==> src/rtl/wb_master_arbiter_pkg.sv <==
// Shared Wishbone widths and arbiter state encoding for the master arbiter.
package wb_master_arbiter_pkg;

    localparam int unsigned WB_DW = 32;
    localparam int unsigned WB_AW = 32;

    typedef enum logic {
        ARB_IDLE = 1'b0,
        ARB_BUSY = 1'b1
    } arb_state_e;

endpackage

==> src/rtl/wb_master_arbiter_rr_pick.sv <==
// Combinational round-robin picker: first set request at or after ptr, wrapping.
module wb_master_arbiter_rr_pick
    import wb_master_arbiter_pkg::*;
#(
    parameter int unsigned NM = 2,
    parameter int unsigned PW = (NM > 1) ? $clog2(NM) : 1
) (
    input  logic [NM-1:0] req,
    input  logic [PW-1:0] ptr,
    output logic [NM-1:0] pick,
    output logic [PW-1:0] pick_idx
);

    logic          found;
    logic [PW-1:0] j;

    always_comb begin
        pick     = '0;
        pick_idx = '0;
        found    = 1'b0;
        j        = '0;
        for (int unsigned k = 0; k < NM; k++) begin
            j = PW'((32'(ptr) + k) % NM);
            if (!found && req[j]) begin
                found    = 1'b1;
                pick[j]  = 1'b1;
                pick_idx = j;
            end
        end
    end

endmodule

==> src/rtl/wb_master_arbiter.sv <==
// Round-robin arbiter sharing one Wishbone master port among NM masters,
// with a per-transaction watchdog that aborts stalled transfers with ERR.
module wb_master_arbiter
    import wb_master_arbiter_pkg::*;
#(
    parameter int unsigned NM      = 2,
    parameter int unsigned TIMEOUT = 255
) (
    input  logic                clk,
    input  logic                rst,
    input  logic [NM-1:0]       m_STB,
    input  logic [NM-1:0]       m_WE,
    input  logic [WB_AW*NM-1:0] m_ADDR,
    input  logic [WB_DW*NM-1:0] m_DAT_I,
    output logic [WB_DW*NM-1:0] m_DAT_O,
    output logic [NM-1:0]       m_ACK,
    output logic [NM-1:0]       m_ERR,
    output logic                bus_STB,
    output logic                bus_WE,
    output logic [WB_AW-1:0]    bus_ADDR,
    output logic [WB_DW-1:0]    bus_DAT_O,
    input  logic [WB_DW-1:0]    bus_DAT_I,
    input  logic                bus_ACK,
    output logic [NM-1:0]       gnt
);

    localparam int unsigned PW  = (NM > 1) ? $clog2(NM) : 1;
    localparam int unsigned WDW = $clog2(TIMEOUT + 1);

    arb_state_e     state;
    logic [PW-1:0]  gnt_idx;
    logic [PW-1:0]  ptr;
    logic [PW-1:0]  next_ptr;
    logic [WDW-1:0] wdog;
    logic [NM-1:0]  pick;
    logic [PW-1:0]  pick_idx;

    wb_master_arbiter_rr_pick #(
        .NM (NM),
        .PW (PW)
    ) u_rr_pick (
        .req      (m_STB),
        .ptr      (ptr),
        .pick     (pick),
        .pick_idx (pick_idx)
    );

    assign next_ptr = (gnt_idx == PW'(NM - 1)) ? '0 : gnt_idx + PW'(1);

    // Arbitration FSM; every BUSY exit returns to IDLE for at least one cycle.
    always_ff @(posedge clk) begin
        if (rst) begin
            state   <= ARB_IDLE;
            gnt     <= '0;
            gnt_idx <= '0;
            ptr     <= '0;
            wdog    <= '0;
            m_ERR   <= '0;
        end else begin
            m_ERR <= '0;
            case (state)
                ARB_IDLE: begin
                    wdog <= '0;
                    if (|m_STB) begin
                        state   <= ARB_BUSY;
                        gnt     <= pick;
                        gnt_idx <= pick_idx;
                    end
                end
                ARB_BUSY: begin
                    if (bus_ACK || !m_STB[gnt_idx] || (wdog == WDW'(TIMEOUT - 1))) begin
                        state <= ARB_IDLE;
                        gnt   <= '0;
                        ptr   <= next_ptr;
                        wdog  <= '0;
                        if (!bus_ACK && m_STB[gnt_idx]) begin
                            m_ERR <= gnt;
                        end
                    end else begin
                        wdog <= wdog + WDW'(1);
                    end
                end
                default: begin
                    state <= ARB_IDLE;
                    gnt   <= '0;
                end
            endcase
        end
    end

    // Bus mux and ACK demux driven from the registered grant; all zero when idle.
    always_comb begin
        bus_STB   = 1'b0;
        bus_WE    = 1'b0;
        bus_ADDR  = '0;
        bus_DAT_O = '0;
        m_ACK     = '0;
        for (int unsigned i = 0; i < NM; i++) begin
            if (gnt[i]) begin
                bus_STB   = m_STB[i];
                bus_WE    = m_WE[i];
                bus_ADDR  = m_ADDR[WB_AW*i +: WB_AW];
                bus_DAT_O = m_DAT_I[WB_DW*i +: WB_DW];
                m_ACK[i]  = bus_ACK;
            end
        end
    end

    assign m_DAT_O = {NM{bus_DAT_I}};

endmodule
==> config.mk <==
export PLATFORM = sky130hd
export DESIGN_NAME = wb_master_arbiter
export DESIGN_NICKNAME = d
export VERILOG_FILES = /design/src/rtl/wb_master_arbiter_pkg.sv /design/src/rtl/wb_master_arbiter_rr_pick.sv /design/src/rtl/wb_master_arbiter.sv
export SDC_FILE = /design/constraint.sdc
export NUM_CORES = 1
export LEC_CHECK = 0
export CAP_MARGIN = 20
export CORE_AREA = 5 5 115 117
export CTS_CLUSTER_SIZE = 14
export DETAILED_ROUTE_END_ITERATION = 10
export DIE_AREA = 0 0 120 122
export DONT_BUFFER_PORTS = 1
export GPL_ROUTABILITY_DRIVEN = 0
export HOLD_SLACK_MARGIN = 0.05
export SYNTH_ARGS = -nofsm -noshare
export SYNTH_HDL_FRONTEND = slang
export SYNTH_HIERARCHICAL = 1
export SYNTH_SLANG_ARGS = --single-unit
==> constraint.sdc <==
create_clock -name clk -period 1.8 [get_ports clk]
set_input_delay 0.27 -clock clk [delete_from_list [all_inputs] [get_ports clk]]
set_output_delay 0.27 -clock clk [all_outputs]
set_load 0.01 [all_outputs]
* Yosys cells after proc, flatten, opt, wreduce, memory -nomap -nowiden
Cells that the tools add are included.
** Operators by class
- Order comparisons :: 5
- Bitwise operators :: 4
- Reductions and logical operators :: 14
- Equality and inequality tests :: 3
- Add/sub/neg operators :: 3
- Muxes and demuxes :: 34
** Operators with widths (number)
- $mux W32 :: 4
- $mux W1 :: 20
- $pmux W8 S2 :: 1
- $add A8 B1 Y8 const B :: 1
- $eq A8 B8 Y1 const B :: 1
- $mux W2 :: 4
- $mux W8 :: 1
- $lt A1 B2 Y1 const B :: 3
- $reduce_and A2 Y1 :: 3
- $logic_and A1 B1 Y1 :: 4
- $pmux W2 S2 :: 1
- $reduce_or A4 Y1 :: 1
- $logic_not A1 Y1 :: 3
- $not A1 Y1 :: 3
- $add A1 B1 Y1 const B :: 2
- $demux W1 S1 :: 2
- $ge A1 B1 Y1 const B :: 2
- $logic_or A1 B1 Y1 :: 2
- $ne A2 B1 Y1 const B :: 1
- $ne A2 B2 Y1 const B :: 1
- $or A2 B2 Y2 :: 1
- $pmux W1 S2 :: 1
- $reduce_or A2 Y1 :: 1
** Storage, ports and cells
- Register bits :: 15
- Logic and storage cells :: 69
- Input port bits :: 167

* Logic depth before layout (Yosys ltp)
- Word-level depth :: 9
- Depth in mapped cells :: 5

* Cells and area by module
The synthesis kept the hierarchy.
** Modules (own cells, without submodules)
- wb_master_arbiter :: sequential area each 300.3 µm², area an instance 1761.7 µm², cells each 214, instances 1
- wb_master_arbiter_rr_pick :: sequential area each 0.0 µm², area an instance 30.0 µm², cells each 4, instances 1

* Worst setup path before layout
OpenSTA, ideal clock, no wires.
- Kind :: flip-flop to output port
- From :: register gnt[1]
- To :: output port bus_ADDR[0]
- Path buffers :: 3
- Setup slack :: 355 ps
- Cell stages (with the launch flop) :: 6
- Data arrival time :: 1175 ps
- Cells stage by stage :: dfxtp_1 > buf_2 > nor2_1 > buf_2 > buf_2 > a22o_1
** Between the ends
- Word-level cells in the longest chain between the ends :: 1
** RTL lines
- start: declaration :: line wb_master_arbiter.sv:24 : output logic [NM-1:0] gnt
- start signal: assignment :: line wb_master_arbiter.sv:66 : gnt <= pick;
- $mux W32 :: line wb_master_arbiter.sv:99 : if (gnt[i]) begin
- end: declaration :: line wb_master_arbiter.sv:20 : output logic [WB_AW-1:0] bus_ADDR,
No other way between the ends.

* Final worst setup path
- From :: register gnt[1]
- To :: output port bus_DAT_O[13]
** Between the ends
- Word-level cells in the longest chain between the ends :: 1
** RTL lines
- $mux W32 :: line wb_master_arbiter.sv:99
- end: declaration :: line wb_master_arbiter.sv:21 : output logic [WB_DW-1:0] bus_DAT_O,
No other way between the ends.

==> run summary <==
Layout cells sized above 1 = 12.2%
Area growth syn-to-layout = -9.71%
Endpoint class of the critical path = output pin
Initial antenna violation count = 2
Final hold slack = 91.2 ps
Via-to-Cell Ratio = 4.72
Asr flop ratio synth = 0%
Design Power = 1150 uW
Hold Crit Start = rst
Number of synthesized flops with an enable pin = 0
Cell count after synthesis = 218
Post-DP HPWL = 8060 um
Bufs on Longest Clock Path = 2
Max-Cap Viols = 0
CP required = 1530 ps
Syn Area/Cell = 8.22 um2
DIE WIDTH = 120 um
Peak VDD IR = 485 uV
Fmax achieved = 581 MHz
Register area share after synthesis = 16.8%
Final WL = 9340 um
Vias = 1410
Synth area leaders = a22o_1 (32%), buf_4 (27%), dfxtp_1 (17%)
Ports = 303
CTS buffer count = 3
Synth Warn # = 6
Reg2reg start = wdog[2]
Multi-input logic area = 931 um2
RSZ-0062 raised after global routing = false
Rel. slew slack = 69.7%
Clock Pin Slew Worst Setup and Hold Paths = 50 ps
Final #Nets = 317
Worst Tran Pin Value = 453 ps
Period minus WS final = 1720 ps
Status = completed
Final period util = 95.7%
CTS sink count = 15
Critical Path Start = gnt[1]
Final TNS setup = 0 ps
Die Y = 122 um
Worst Skew = 4.26 ps
Fillcell total = 1400
Clock root cell = clkbuf_16
Synthesized Nets = 387
Final setup violation count = 0
Top-area cell type share of the netlist area = 32.3%
Row Count = 41
CP arrival = 1450 ps
Port Buffer Count = 0
First-pass GRT wire length = 11700 um
CP Launch Type = register
Pwr dens = 710 mW/mm2
Commonest cells in the netlist = a22o_1 (66), buf_4 (64), dfxtp_1 (15)
Maximum fanout along the worst path = 29
Htree depth = 1
CTS hold repair buffers = 0
Cell Area, Synth = 0.00179 mm2
Largest net degree at the start of global routing = 58
Primary FF master, synth = dfxtp_1
Pleak = 0.000554 uW
Core footprint = 0.0123 mm2
Yosys top cell by area = a22o_1
Max-slew violations = 0
Worst hold path class = in -> reg
Detailed Route Iter0 Violations = 69
CTS tree = yes
Total gr overflow = 0
Hold Violations, Final = 0
Number of global-route vias before repair = 1489
Yosys cell types = 28
Remaining DRCs = 0
Post-route ant nets = 0
Worst-Skew Late Latency = 250 ps
Die area = 0.0146 mm2
Most common cell in the synthesized netlist = a22o_1
DRT Pass-1 Iters = 4
Post-DR wirelength/cell = 31.2 um
Register cell area after layout = 304 um2
Flops & latches, synth = 15
Initial Util = 14.6%
CP Class = reg -> out
Gr usage total = 11.5%
report_power, final:
group	internal, uW	leakage (uW)	total (uW)	switching (uW)
Sequential	343	0.000122	357	14.3
Combinational	138	0.000391	356	218
Clock	297	0.0000409	435	139
Total	778	0.000554	1150	371
path summary, 6_finish.rpt:
path,endpoint,slack (ps),depth (start not counted)
worst max-delay path,bus_DAT_O[13],80,3
worst max register to register,ptr,240,4
worst min register to register,wdog[0],480,1
worst min-delay path,gnt_idx,90,1
sequential cells by signal, summed over array words and instances (netlist names):
register / count
ptr: 1
m_ERR: 2
gnt_idx: 1
gnt: 2
wdog: 8
state: 1
metrics by stage:
| step | utilization, % | std cells | area [um2] | setup WS (ps) |
|---|---|---|---|---|
| final | 13.2 | 299 | 1620 | 78.1 |
| after floorplan | - | 218 | 1790 | 355 |
| after detailed placement | 12.1 | 291 | 1490 | 219 |
| after global routing | 13.2 | 299 | 1620 | 14.8 |
| after global placement | 12.1 | 291 | 1490 | 272 |
| after CTS | 13.1 | 297 | 1610 | 19.6 |
layout make-up:
| cell class | instances | share of cell area, % |
|---|---|---|
| tap | 150 | 11.6 |
| clock buffer | 3 | 4.64 |
| clock inverter | 1 | 0.309 |
| multi-input combinational | 117 | 57.5 |
| sequential | 15 | 18.8 |
| inverter | 6 | 1.39 |
| timing repair buffer | 5 | 5.41 |
| antenna | 2 | 0.309 |
layer usage:
layer | share of wire, % | GRT usage [%]
met3 | 12 | 5.06
met5 | 0 | 0
met1 | 36 | 12.5
met2 | 49 | 19.8
met4 | 2.9 | 4.44
cells by family after synthesis:
logic type,Yosys count,share of synthesized area (%)
xor gates and xnor gates,6,2.93
buffers and inverters,86,32.0
and+or+nand+nor,32,9.15
DFF,15,16.8
muxes,3,1.75
AOI/OAI and AO/OA,74,36.0
adders and majority gates,2,1.40
worst max-delay path, stage by stage (launching register included):
cell       delay (ps)
dfxtp_4           410
nor2_4            210
bufbuf_16         360
a22o_1            210
layout by cell type (no fill, tap or decap), types with 2 or more instances in the layout:
master	count
buf_4	2
o32ai_1	2
clkbuf_16	3
diode_2	2
a21boi_2	2
xor2_1	2
mux2i_1	2
a22o_2	4
dfxtp_1	14
and2_1	2
nand2_1	4
nand3_1	3
nor2_1	13
a22o_1	62
nor2b_1	2
xnor2_1	4
inv_1	6
a21boi_1	2
nand3b_1	2
ha_1	2
buf_12	2
what timing repair did:
action | CTS | global route
gates resized for setup | 4 | 1
setup endpoints to repair | 14 | 32
setup buffers | 1 | 0
cloned | 1 | 0
Power figures use the tool's default switching activity.
